<file path="config.mk">
export PLATFORM = sky130hd
export DESIGN_NAME = vga_sync_sr_driver_flat
export DESIGN_NICKNAME = d
export VERILOG_FILES = /design/src/rtl/vga_sync_sr_driver_if.sv /design/src/rtl/vga_sync_sr_driver.sv /design/src/flat_wrapper.sv
export SDC_FILE = /design/constraint.sdc
export NUM_CORES = 1
export LEC_CHECK = 0
export ABC_AREA = 1
export BUFFER_PORTS_ARGS = -buffer_cell sky130_fd_sc_hd__clkbuf_2
export CAP_MARGIN = 20
export CORE_ASPECT_RATIO = 0.75
export CORE_MARGIN = 2
export CORE_UTILIZATION = 57
export DETAILED_ROUTE_END_ITERATION = 6
export PLACE_DENSITY_LB_ADDON = 0.25
export SLEW_MARGIN = 25
export SYNTH_ARGS = -nofsm -noshare
export SYNTH_HDL_FRONTEND = slang
export SYNTH_SLANG_ARGS = --single-unit
</file>
<file path="constraint.sdc">
create_clock -name clk_i -period 1.76 [get_ports clk_i]
set_clock_uncertainty 0.05 [all_clocks]
set_input_delay 0.176 -clock clk_i [delete_from_list [all_inputs] [get_ports clk_i]]
set_output_delay 0.176 -clock clk_i [all_outputs]
set_load 0.005 [all_outputs]
</file>
<file path="src/rtl/vga_sync_sr_driver_if.sv">
// vga_sync_sr_driver_if: raster control and timing bundle between the sync driver and its consumers
// Signals: enable (consumer -> driver); hs_s, hs_r, vs_s, vs_r set/reset pulses, de, x, y, frame_start (driver -> consumer)
interface vga_sync_sr_driver_if #(
  parameter int CNT_W = 11
);
  logic             enable;
  logic             hs_s;
  logic             hs_r;
  logic             vs_s;
  logic             vs_r;
  logic             de;
  logic [CNT_W-1:0] x;
  logic [CNT_W-1:0] y;
  logic             frame_start;
  modport master (input enable, output hs_s, hs_r, vs_s, vs_r, de, x, y, frame_start);
  modport slave  (output enable, input hs_s, hs_r, vs_s, vs_r, de, x, y, frame_start);
endinterface

</file>
<file path="src/rtl/vga_sync_sr_driver.sv">
// vga_sync_sr_driver: raster counters emitting registered set/reset pulses for external HSYNC/VSYNC SR flip-flops
// Ports: clk_i pixel clock; rst_n_i async active-low reset;
//        bus (master): enable in; hs_s/hs_r/vs_s/vs_r pulses, de, x, y, frame_start out (all 1 CLK after the counter state they decode)
// Option: define VGA_SR_SYNC_ACTIVE_LOW_EN to swap the S/R roles on both channels so downstream Q idles high
module vga_sync_sr_driver #(
  parameter int H_ACTIVE = 640,
  parameter int H_FP     = 16,
  parameter int H_SYNC   = 96,
  parameter int H_BP     = 48,
  parameter int V_ACTIVE = 480,
  parameter int V_FP     = 10,
  parameter int V_SYNC   = 2,
  parameter int V_BP     = 33,
  parameter int CNT_W    = 11
) (
  input logic                  clk_i,
  input logic                  rst_n_i,
  vga_sync_sr_driver_if.master bus
);
  localparam int H_TOTAL  = H_ACTIVE + H_FP + H_SYNC + H_BP;
  localparam int HS_START = H_ACTIVE + H_FP;
  localparam int HS_END   = (HS_START + H_SYNC) % H_TOTAL;
  localparam int V_TOTAL  = V_ACTIVE + V_FP + V_SYNC + V_BP;
  localparam int VS_START = V_ACTIVE + V_FP;
  localparam int VS_END   = (VS_START + V_SYNC) % V_TOTAL;
  // ST_INIT lasts exactly one edge after reset release and emits the pulse that defines the reset-less downstream flip-flops
  typedef enum logic {ST_INIT, ST_RUN} state_t;
  state_t state_q, state_d;
  logic [CNT_W-1:0] h_q, h_d, v_q, v_d, x_q, x_d, y_q, y_d;
  logic de_q, de_d, fs_q, fs_d;
  logic hs_s_q, hs_s_d, hs_r_q, hs_r_d, vs_s_q, vs_s_d, vs_r_q, vs_r_d;
  logic en, init, h_last, v_last, line0, hs_on, hs_off, vs_on, vs_off;
  always_comb begin
    en      = bus.enable;
    init    = state_q == ST_INIT;
    state_d = ST_RUN;
    h_last  = h_q == CNT_W'(H_TOTAL - 1);
    v_last  = v_q == CNT_W'(V_TOTAL - 1);
    line0   = h_q == '0;
    h_d     = en ? (h_last ? '0 : h_q + 1'b1) : h_q;
    v_d     = (en && h_last) ? (v_last ? '0 : v_q + 1'b1) : v_q;
    de_d    = en && h_q < CNT_W'(H_ACTIVE) && v_q < CNT_W'(V_ACTIVE);
    x_d     = de_d ? h_q : '0;
    y_d     = de_d ? v_q : '0;
    fs_d    = en && line0 && v_q == '0;
    hs_on   = en && h_q == CNT_W'(HS_START);
    hs_off  = en && h_q == CNT_W'(HS_END);
    vs_on   = en && line0 && v_q == CNT_W'(VS_START);
    vs_off  = en && line0 && v_q == CNT_W'(VS_END);
`ifdef VGA_SR_SYNC_ACTIVE_LOW_EN
    hs_s_d  = hs_off || init;
    hs_r_d  = hs_on;
    vs_s_d  = vs_off || init;
    vs_r_d  = vs_on;
`else
    hs_s_d  = hs_on;
    hs_r_d  = hs_off || init;
    vs_s_d  = vs_on;
    vs_r_d  = vs_off || init;
`endif
  end
  always_ff @(posedge clk_i or negedge rst_n_i) begin
    if (!rst_n_i) begin
      state_q <= ST_INIT;
      h_q     <= '0;
      v_q     <= '0;
      x_q     <= '0;
      y_q     <= '0;
      de_q    <= 1'b0;
      fs_q    <= 1'b0;
      hs_s_q  <= 1'b0;
      hs_r_q  <= 1'b0;
      vs_s_q  <= 1'b0;
      vs_r_q  <= 1'b0;
    end else begin
      state_q <= state_d;
      h_q     <= h_d;
      v_q     <= v_d;
      x_q     <= x_d;
      y_q     <= y_d;
      de_q    <= de_d;
      fs_q    <= fs_d;
      hs_s_q  <= hs_s_d;
      hs_r_q  <= hs_r_d;
      vs_s_q  <= vs_s_d;
      vs_r_q  <= vs_r_d;
    end
  end
  assign bus.hs_s        = hs_s_q;
  assign bus.hs_r        = hs_r_q;
  assign bus.vs_s        = vs_s_q;
  assign bus.vs_r        = vs_r_q;
  assign bus.de          = de_q;
  assign bus.x           = x_q;
  assign bus.y           = y_q;
  assign bus.frame_start = fs_q;
endmodule

</file>
<file path="src/flat_wrapper.sv">
// flat-port wrapper written by rule: the top's interface ports become plain ports
module vga_sync_sr_driver_flat 
#(
  parameter int H_ACTIVE = 640,
  parameter int H_FP     = 16,
  parameter int H_SYNC   = 96,
  parameter int H_BP     = 48,
  parameter int V_ACTIVE = 480,
  parameter int V_FP     = 10,
  parameter int V_SYNC   = 2,
  parameter int V_BP     = 33,
  parameter int CNT_W    = 11
)
  (clk_i, rst_n_i, bus_enable, bus_hs_s, bus_hs_r, bus_vs_s, bus_vs_r, bus_de, bus_x, bus_y, bus_frame_start);
  vga_sync_sr_driver_if #(.CNT_W(CNT_W)) bus_i ();
  input logic clk_i;
  input logic rst_n_i;
  input wire logic [$bits(bus_i.enable)-1:0] bus_enable;
  output wire logic [$bits(bus_i.hs_s)-1:0] bus_hs_s;
  output wire logic [$bits(bus_i.hs_r)-1:0] bus_hs_r;
  output wire logic [$bits(bus_i.vs_s)-1:0] bus_vs_s;
  output wire logic [$bits(bus_i.vs_r)-1:0] bus_vs_r;
  output wire logic [$bits(bus_i.de)-1:0] bus_de;
  output wire logic [$bits(bus_i.x)-1:0] bus_x;
  output wire logic [$bits(bus_i.y)-1:0] bus_y;
  output wire logic [$bits(bus_i.frame_start)-1:0] bus_frame_start;
  assign bus_i.enable = bus_enable;
  assign bus_hs_s = bus_i.hs_s;
  assign bus_hs_r = bus_i.hs_r;
  assign bus_vs_s = bus_i.vs_s;
  assign bus_vs_r = bus_i.vs_r;
  assign bus_de = bus_i.de;
  assign bus_x = bus_i.x;
  assign bus_y = bus_i.y;
  assign bus_frame_start = bus_i.frame_start;
  vga_sync_sr_driver #(.H_ACTIVE(H_ACTIVE), .H_FP(H_FP), .H_SYNC(H_SYNC), .H_BP(H_BP), .V_ACTIVE(V_ACTIVE), .V_FP(V_FP), .V_SYNC(V_SYNC), .V_BP(V_BP), .CNT_W(CNT_W)) u_core (.clk_i(clk_i), .rst_n_i(rst_n_i), .bus(bus_i));
endmodule
</file>
==> results of run 1 <==
[flip-flops by register name, indices dropped and copies added, names as in the netlist]
signal / cells
u_core.bus.de: 1
u_core.bus.frame_start: 1
u_core.bus.hs_r: 1
u_core.bus.hs_s: 1
u_core.bus.vs_r: 1
u_core.bus.vs_s: 1
u_core.bus.x: 11
u_core.bus.y: 11
u_core.h_q: 11
u_core.state_q: 1
u_core.v_q: 11
[area by class of cell]
class,instances,area [sq um]
repair buffers,38,213
multi-input cells,180,926
clock buffers,5,68.8
well taps,55,68.8
flip-flops and latches,51,1280
inverters,38,143
clock inverters,3,47.5
fillers,318,1290
[power by group through the flow]
stage | sequential [uW] | combinational, uW | clock, uW
floorplan | 1410 | 354 | 0
global placement | 1420 | 493 | 0
detailed placement | 1420 | 506 | 0
CTS | 1400 | 513 | 848
global route | 1420 | 581 | 907
finish | 1400 | 511 | 845
[critical path: stages (launching register included)]
cell	delay [ns]
dfrtp_1	0.41
inv_1	0.16
ha_1	0.18
nand2_1	0.05
nor2_1	0.19
nand4_1	0.19
nor3_1	0.23
[routing by layer]
layer	part of all wire	track usage	wire length, um	vias to the layer above
met5	0	0	0	-
met4	0.0029	0.0426	14	0
met3	0.086	0.0725	413	4
met2	0.43	0.317	2080	73
met1	0.48	0.348	2290	861
li1	-	-	-	923
[layout by cell type, fill, tap and decap left out, drive strengths merged]
cell,netlist,routed
inv,38,39
ha,5,5
nand3,28,28
xor2,7,7
dfrtp,51,51
nand2,62,62
a21oi,1,1
nand4,6,6
dlygate4sd3,0,1
conb,2,4
nor4,1,1
o21ai,10,10
nand3b,1,1
bufinv,0,1
nor2,46,46
nor3,7,7
buf,5,7
nor3b,1,1
clkbuf,0,35
clkinv,0,1
o21bai,1,1
[cell families (layout without fill, tap and decap cells)]
logic type | after synthesis | count (layout) | synth area share
xor gates and xnor gates | 7 | 7 | 0.0258
DFF | 51 | 51 | 0.537
buffers and inverters | 43 | 84 | 0.0768
other | 2 | 4 | 0.00316
adders and majority gates | 5 | 5 | 0.0263
and+or+nand+nor | 152 | 152 | 0.305
AOI/OAI and AO/OA | 12 | 12 | 0.0263
[per-stage QoR]
| stage | hold WS (ns) | cells |
|---|---|---|
| 6_report | 0.0847 | 370 |
| 5_1_grt | 0.100 | 370 |
| 4_1_cts | 0.0768 | 370 |
| 3_5_place_dp | 0.277 | 361 |
| 3_3_place_gp | 0.271 | 361 |
| 2_1_floorplan | -0.170 | 274 |
[worst paths after layout]
check                           slack [ns]  depth (start not counted)              end      startpoint
min in group asynchronous             0.45                          3    u_core.h_q[1]         rst_n_i
worst min register to register        0.45                          1  u_core.bus.vs_r  u_core.state_q
max in group asynchronous             0.77                          3  u_core.bus.x[6]         rst_n_i
worst max register to register        0.20                          6  u_core.bus.vs_s   u_core.h_q[0]
worst max-delay path                  0.20                          6  u_core.bus.vs_s   u_core.h_q[0]
worst min-delay path                  0.08                          2    u_core.h_q[7]      bus_enable
[synthesized netlist by cell type, drive strengths merged]
| library cell | n |
|---|---|
| a21oi | 1 |
| buf | 5 |
| conb | 2 |
| dfrtp | 51 |
| ha | 5 |
| inv | 38 |
| nand2 | 62 |
| nand3 | 28 |
| nand3b | 1 |
| nand4 | 6 |
| nor2 | 46 |
| nor3 | 7 |
| nor3b | 1 |
| nor4 | 1 |
| o21ai | 10 |
| o21bai | 1 |
| xor2 | 7 |
[what timing repair did]
action,4_1_cts,5_1_grt
setup buffers,0,0
hold buffers,1,0
hold endpoints to repair,51,0
==> reports/qor.csv, run 1 <==
stage,metric,value,unit
routing,ANT nets after route,0,
cells_and_area,Area Growth Syn to Fin,15.4,%
placement,pre-CTS setup slack,0.227,ns
cells_and_area,ratio of cells with drive above 1 in the final layout,0.187,
setup_path,Crit Path Class,flip-flop to flip-flop,
yosys,number of synthesized register bits,51,
die,Core Rows,20,
placement,DP Wirelength,3.46,mm
timing,Setup-failing EPs final,0,
setup_path,CP endpoint kind,flip-flop,
clock_tree,CTS Buf Count,5,
yosys,Syn Area/Cell,8.74,sq um
cells_and_area,final core utilization,0.681,
pwr,Clk pwr share,0.306,
clock_tree,CTS tree,done,
pwr,Internal Dissipation,1910,uW
routing,vias,1861,
global_routing,global-route wire length before repair,8.02,mm
timing,setup_tns,0,ns
timing,Final Hold Vio Count,0,
setup_path,Startpoint Class,flip-flop,
yosys,post-synth top area share,0.537,
die,starting density of the core,0.590,
die,Die Footprint,4710,sq um
yosys,synthesized area,2380,sq um
timing,fin. max-slew vios,0,
die,core region area,4030,sq um
hold_path,worst min-delay path class,primary input to flip-flop,
cells_and_area,post-route cell area,2740,sq um
yosys,Synth cell types,28,
routing,Routed WL,4.80,mm
yosys,cell count after synthesis,272,
timing,Slew @ Worst Pin,0.640,ns
pwr,Gate power share,0.185,
global_routing,vias in the first global route,1639,
timing,Relative slew margins,0.574,
cells_and_area,fin nets,322,
timing,unrepaired setup endpoints after global routing,no,
global_routing,grt ovf,0,
pwr,leakage,0.00146,uW
clock_tree,number of instances resized during post-cts repair,0,
clock_tree,CTS max path bufs,2,
setup_path,"critical path fanouts, max",4,
die,Chip Width,78.6,um
run,total of max-cap violations,0,
global_routing,largest net degree at the start of global routing,52,
pwr,Switching Power,850,uW
pwr,Design Power,2760,uW
cells_and_area,# diodes,0,
setup_path,Worst EP required,1.92,ns
routing,routed wire length per instance,13.0,um
die,die height,59.9,um
global_routing,initial antenna violation count,0,
timing,fin worst setup slack,0.197,ns
routing,drt drc,0,
pwr,pwr/cell area,1010,nW/um^2
yosys,Yosys top cell by area,dfrtp_1,
routing,Starting DRT DRC Count,178,
clock_tree,"CTS clk-pin slew, worst paths",0.10,ns
routing,DR vias/cell,5.03,
timing,Final Critical Period,1.56,ns
die,Boundary Pins,31,
yosys,Syn. warnings,0,
placement,post-place instance area,2620,sq um
status,outcome,"finished, final reports clean",
clock_tree,H-Tree Depth,2,
clock_tree,root buffer cell,clkbuf_8,
yosys,"Seq/Total Area, Yosys",0.537,
routing,First-pass DRT Iterations,4,
yosys,Area contributors post-synth,"dfrtp_1, nand2_1, nor2_1, nand3_1, inv_1",
timing,period utilization,0.888,
placement,global placer's final weighted congestion,0.838,
clock_tree,clk_lat worst skew,0.31,ns
clock_tree,CTS sink cnt,51,
pwr,Sequential Power Share,0.508,
pwr,worst vdd ir,0.489,mV
timing,fmax,640,MHz
global_routing,Tot GR Track Use,0.227,
pwr,Sw Share,0.308,
setup_path,WP data arrival,1.73,ns
placement,Port Buffers,30,
No activity file was read; power rests on OpenSTA's default activity.
==> inputs of run 2 (changes only) <==
Settings changed: PLACE_DENSITY from default to 0.79, PLACE_DENSITY_LB_ADDON 0.25 to default.
==> run 2 against run 1 <==
Net effect: via count up 0.86%; core utilization decreased by 0.50 points; first-iteration DRC count increased by 35%; largest cell class unchanged; clock-buffer cell count did not move; clock power shrank 5.8%; critical path type unchanged; highest routed layer unchanged; non-clock buffer count is 2 lower; die area unchanged.
==> reports/qor.csv, run 2 (synthesis gave the netlist of run 1 again) <==
stage,metric,value,unit
hold_path,worst min-delay path class,primary input to flip-flop,
clock_tree,CTS tree,done,
clock_tree,CTS sink cnt,51,
clock_tree,CTS Buf Count,5,
global_routing,Tot GR Track Use,0.225,
setup_path,stages on the worst setup path,7,
global_routing,vias in the first global route,1661,
cells_and_area,fin nets,320,
cells_and_area,final core utilization,0.676,
pwr,Switching Power,808,uW
timing,Setup-failing EPs final,0,
routing,vias,1877,
timing,Relative slew margins,0.617,
routing,Starting DRT DRC Count,241,
setup_path,crit path max-delay cell type,dfrtp_1,
setup_path,Crit Path Class,flip-flop to flip-flop,
cells_and_area,"most common cell after layout, fill and taps aside",nand2_1,
die,Core Rows,20,
timing,Final Hold Vio Count,0,
timing,setup_tns,0,ns
placement,DP Wirelength,3.44,mm
timing,unrepaired setup endpoints after global routing,no,
pwr,Design Power,2680,uW
global_routing,global-route wire length before repair,7.94,mm
setup_path,CP endpoint kind,flip-flop,
setup_path,Startpoint Class,flip-flop,
routing,ANT nets after route,0,
routing,First-pass DRT Iterations,5,
clock_tree,clk_lat worst skew,0.30,ns
routing,DR vias/cell,5.11,
routing,Routed WL,4.78,mm
setup_path,WP data arrival,1.72,ns
die,core region area,4030,sq um
setup_path,"critical path fanouts, max",6,
setup_path,CP most frequent cell,inv_1,
pwr,pwr/cell area,986,nW/um^2
global_routing,largest net degree at the start of global routing,24,
cells_and_area,ratio of cells with drive above 1 in the final layout,0.183,
pwr,Clk pwr share,0.296,
setup_path,Worst EP required,1.91,ns
setup_path,cell family with most CP delay,simple AND/OR/NAND/NOR gates,
pwr,Sequential Power Share,0.531,
status,outcome,"finished, final reports clean",
routing,met3 WL,401,um
setup_path,Buffers & Inverters on Critical Path,2,
die,Die Footprint,4710,sq um
routing,drt drc,0,
placement,global placer's final weighted congestion,0.876,
cells_and_area,# fillers,318,
cells_and_area,# diodes,0,
clock_tree,root buffer cell,clkbuf_8,
clock_tree,Post-CTS Setup Inserts,0,
setup_path,crit-path cells,"inv_1, ha_1, inv_1, nor2_1, nand3_2, nand3_1, nand2_1",
timing,Slew @ Worst Pin,0.574,ns
routing,Top Metal Used,met4,
cells_and_area,most frequent cells in the layout,"nand2_1, dfrtp_1, nor2_1",
cells_and_area,Area Growth Syn to Fin,14.5,%
pwr,worst vdd ir,0.496,mV
timing,fin. max-slew vios,0,
die,Boundary Pins,31,
hold_path,Hold Crit Depth,2,
setup_path,CP max stage delay,0.43,ns
clock_tree,CTS max path bufs,2,
timing,period utilization,0.892,
cells_and_area,area occupied by multi-input gates,931,sq um
clock_tree,H-Tree Depth,2,
die,Chip Width,78.6,um
die,starting density of the core,0.590,
routing,metal2 WL,2.09,mm
timing,fmax,637,MHz
routing,metal1 wirelength,2.21,mm
global_routing,grt ovf,0,
clock_tree,"CTS clk-pin slew, worst paths",0.09,ns
cells_and_area,register area,1280,sq um
pwr,Gate power share,0.173,
pwr,Internal Dissipation,1880,uW
pwr,leakage,0.00144,uW
global_routing,initial antenna violation count,0,
timing,Final Critical Period,1.57,ns
setup_path,reg2reg path depth,7,
routing,routed wire length per instance,13.0,um
placement,Port Buffers,30,
pwr,Sw Share,0.301,
run,total of max-cap violations,0,
die,die height,59.9,um
[run 2: cell count changes in the layout (fill, tap and decap cells not counted)]
cell,delta
clkinvlp_4,+1
nand3_2,+1
buf_4,-2
clkinv_4,-1
nand3_1,-1
inv_6,-1
[run 2: layout make-up]
class	instances	share of cell area
well taps	55	0.0253
clock inverters	2	0.0138
repair buffers	36	0.0726
clock buffers	5	0.0253
flip-flops and latches	51	0.469
inverters	38	0.0524
multi-input cells	180	0.342
[run 2: per-layer routing]
metal	vias up	GRT usage
met5	-	0
met4	0	0.0827
met3	9	0.0529
met2	85	0.327
met1	862	0.331
li1	921	-
[run 2: final timing paths]
check	start	endpoint	slack, ns
min	bus_enable	u_core.h_q[7]	0.28
min in group asynchronous	rst_n_i	u_core.v_q[1]	0.34
max in group asynchronous	rst_n_i	u_core.h_q[2]	0.69
min reg2reg	u_core.state_q	u_core.bus.hs_r	0.41
max	u_core.v_q[0]	u_core.v_q[9]	0.19
max reg2reg	u_core.v_q[0]	u_core.v_q[9]	0.19
[run 2: what timing repair did]
item                                    in CTS  in global routing
endpoints found under the setup margin       0                  3
hold buffers                                 1                  0
resized for setup                            0                  1
hold endpoints to repair                    21                  0
[run 2: power by group through the flow]
stage	registers, uW	logic, uW	clock network [uW]
final	1430	463	796
after global routing	1450	527	860
after CTS	1420	465	808
after detailed placement	1450	460	0
after global placement	1440	442	0
after floorplan	1410	354	0
[run 2: stage by stage]
step,cells,area (sq um),worst slack (ns),hold slack (ns)
2_1_floorplan,274,2380,0.462,-0.170
3_3_place_gp,359,2600,0.267,0.144
3_5_place_dp,359,2600,0.189,0.145
4_1_cts,367,2720,0.130,0.253
5_1_grt,367,2720,0.0398,0.296
6_report,367,2720,0.191,0.278
==> inputs of run 3 (changes only) <==
Settings changed: CORE_ASPECT_RATIO 0.75 to 1.75, MAX_ROUTING_LAYER from default to met4, SETUP_SLACK_MARGIN from default to 0.3.
==> run 3 against run 2 <==
Net effect: critical endpoint is now u_core.h_q[9]; clock power is 11% lower; critical path depth is 2 lower; routed wire length grew 4.0%; sequential share of layout area fell by 1.4 points; cell area up 3.4%.
==> reports/qor.csv, run 3 (synthesis gave the netlist of run 1 again) <==
stage,metric,value,unit
status,outcome,"finished, final reports clean",
pwr,leakage,0.00145,uW
routing,Routed WL,4.97,mm
setup_path,"critical path fanouts, max",5,
timing,Final Hold Vio Count,0,
cells_and_area,fin nets,324,
placement,DP Wirelength,3.47,mm
clock_tree,"CTS clk-pin slew, worst paths",0.10,ns
cells_and_area,Final Non-Filler Cells,366,
routing,Starting DRT DRC Count,66,
die,Chip Width,52.8,um
routing,routed wire length per instance,13.6,um
timing,Setup-failing EPs final,0,
die,Core Rows,31,
placement,pre-CTS setup slack,0.248,ns
clock_tree,H-Tree Depth,2,
pwr,Design Power,2730,uW
placement,DP Cell Count,352,
routing,ANT nets after route,0,
timing,fin. max-slew vios,0,
setup_path,CP most frequent cell,nand3_1,
die,starting density of the core,0.584,
global_routing,Tot GR Track Use,0.240,
die,Die Footprint,4720,sq um
timing,fin worst setup slack,0.338,ns
run,total of max-cap violations,0,
setup_path,crit path max-delay cell type,dfrtp_1,
setup_path,Startpoint Class,flip-flop,
placement,Port Buffers,30,
timing,Final Critical Period,1.42,ns
routing,DR vias/cell,5.28,
clock_tree,clk_lat worst skew,0.31,ns
setup_path,CP endpoint kind,flip-flop,
pwr,pwr/cell area,969,nW/um^2
global_routing,initial antenna violation count,0,
clock_tree,CTS tree,done,
timing,unrepaired setup endpoints after global routing,yes,
setup_path,WP data arrival,1.58,ns
timing,setup_tns,0,ns
cells_and_area,Area Growth Syn to Fin,18.4,%
timing,fmax,703,MHz
die,Boundary Pins,31,
clock_tree,CTS sink cnt,51,
routing,drt drc,0,
clock_tree,CTS Buf Count,5,
cells_and_area,# diodes,0,
placement,global placer's final weighted congestion,0.962,
global_routing,largest net degree at the start of global routing,52,
die,core region area,4070,sq um
setup_path,cell family with most CP delay,simple AND/OR/NAND/NOR gates,
setup_path,Worst EP required,1.92,ns
cells_and_area,ratio of cells with drive above 1 in the final layout,0.256,
setup_path,CP max stage delay,0.48,ns
global_routing,global-route wire length before repair,7.96,mm
clock_tree,CTS max path bufs,2,
die,die height,89.4,um
global_routing,vias in the first global route,1839,
pwr,worst vdd ir,0.727,mV
setup_path,Buffers & Inverters on Critical Path,0,
global_routing,grt ovf,0,
routing,vias,1933,
timing,period utilization,0.808,
setup_path,Crit Path Class,flip-flop to flip-flop,
hold_path,worst min-delay path class,primary input to flip-flop,
setup_path,crit-path cells,"nand3_1, nor3_2, nand3_1, nand2_1, nor2_1",
routing,First-pass DRT Iterations,4,
cells_and_area,"most common cell after layout, fill and taps aside",nand2_1,
clock_tree,root buffer cell,clkbuf_8,
setup_path,setup slack on the worst flop-to-flop path,0.34,ns
cells_and_area,most frequent cells in the layout,"nand2_1, dfrtp_1, nor2_1",
==> run 3: cell types whose count changed in the layout (fill, tap and decap cells not counted), moves of 2 or more <==
cell	change
buf_4	+2
nor3_1	-2
dfrtp_1	-3
nor2_1	-5
inv_2	+5
nor3_2	+2
dfrtp_2	+3
nor2_2	+5
inv_1	-6
==> run 3: cell type report <==
type                       count  area, sq um
fill                         325         1260
clock buffer                   6         82.6
tap                           49         61.3
clock inverter                 2         16.3
timing repair buffer          39          233
multi-input combinational    181          996
inverter                      38          145
sequential                    51         1280
==> run 3: path summary, 6_finish.rpt <==
path,from,to,depth (start not counted)
worst min-delay path,bus_enable,u_core.h_q[7],2
worst max register to register,u_core.h_q[2],u_core.h_q[9],5
max in group asynchronous,rst_n_i,u_core.v_q[1],3
worst max-delay path,u_core.h_q[2],u_core.h_q[9],5
worst min register to register,u_core.state_q,u_core.bus.vs_r,1
min in group asynchronous,rst_n_i,u_core.bus.x[2],3
==> run 3: worst register-to-register path, cell delays in order, from the launching register on <==
cell and delay, ns:
dfrtp_1 0.48, nand3_1 0.27, nor3_2 0.21, nand3_1 0.13, nand2_1 0.12, nor2_1 0.06
==> run 3: metal layers <==
layer	track usage	part of all wire
met5	-	0
met4	0.145	0.042
met3	0.0435	0.034
met2	0.430	0.58
met1	0.231	0.35
==> run 3: report_power, final <==
group          total (uW)  switching (uW)  leakage (uW)  internal [uW]
Sequential           1420             123      0.000668           1300
Clock                 710             389     0.0000474            321
Combinational         593             369      0.000739            224
==> run 3: repair_timing <==
action | 4_1_cts | 5_1_grt
endpoints found under the setup margin | 7 | 21
hold endpoints to repair | 51 | 0
resized for setup | 2 | 22
hold buffers | 1 | 0
gates cloned | 0 | 1
pin swaps | 1 | 9
buffers inserted | 0 | 4
==> run 3: stage by stage <==
stage | instance area, sq um | util | hold WS (ns)
2_1_floorplan | 2380 | - | -0.170
3_3_place_gp | 2600 | 0.638 | 0.138
3_5_place_dp | 2600 | 0.638 | 0.136
4_1_cts | 2710 | 0.666 | 0.238
5_1_grt | 2810 | 0.691 | 0.288
6_report | 2810 | 0.691 | 0.249
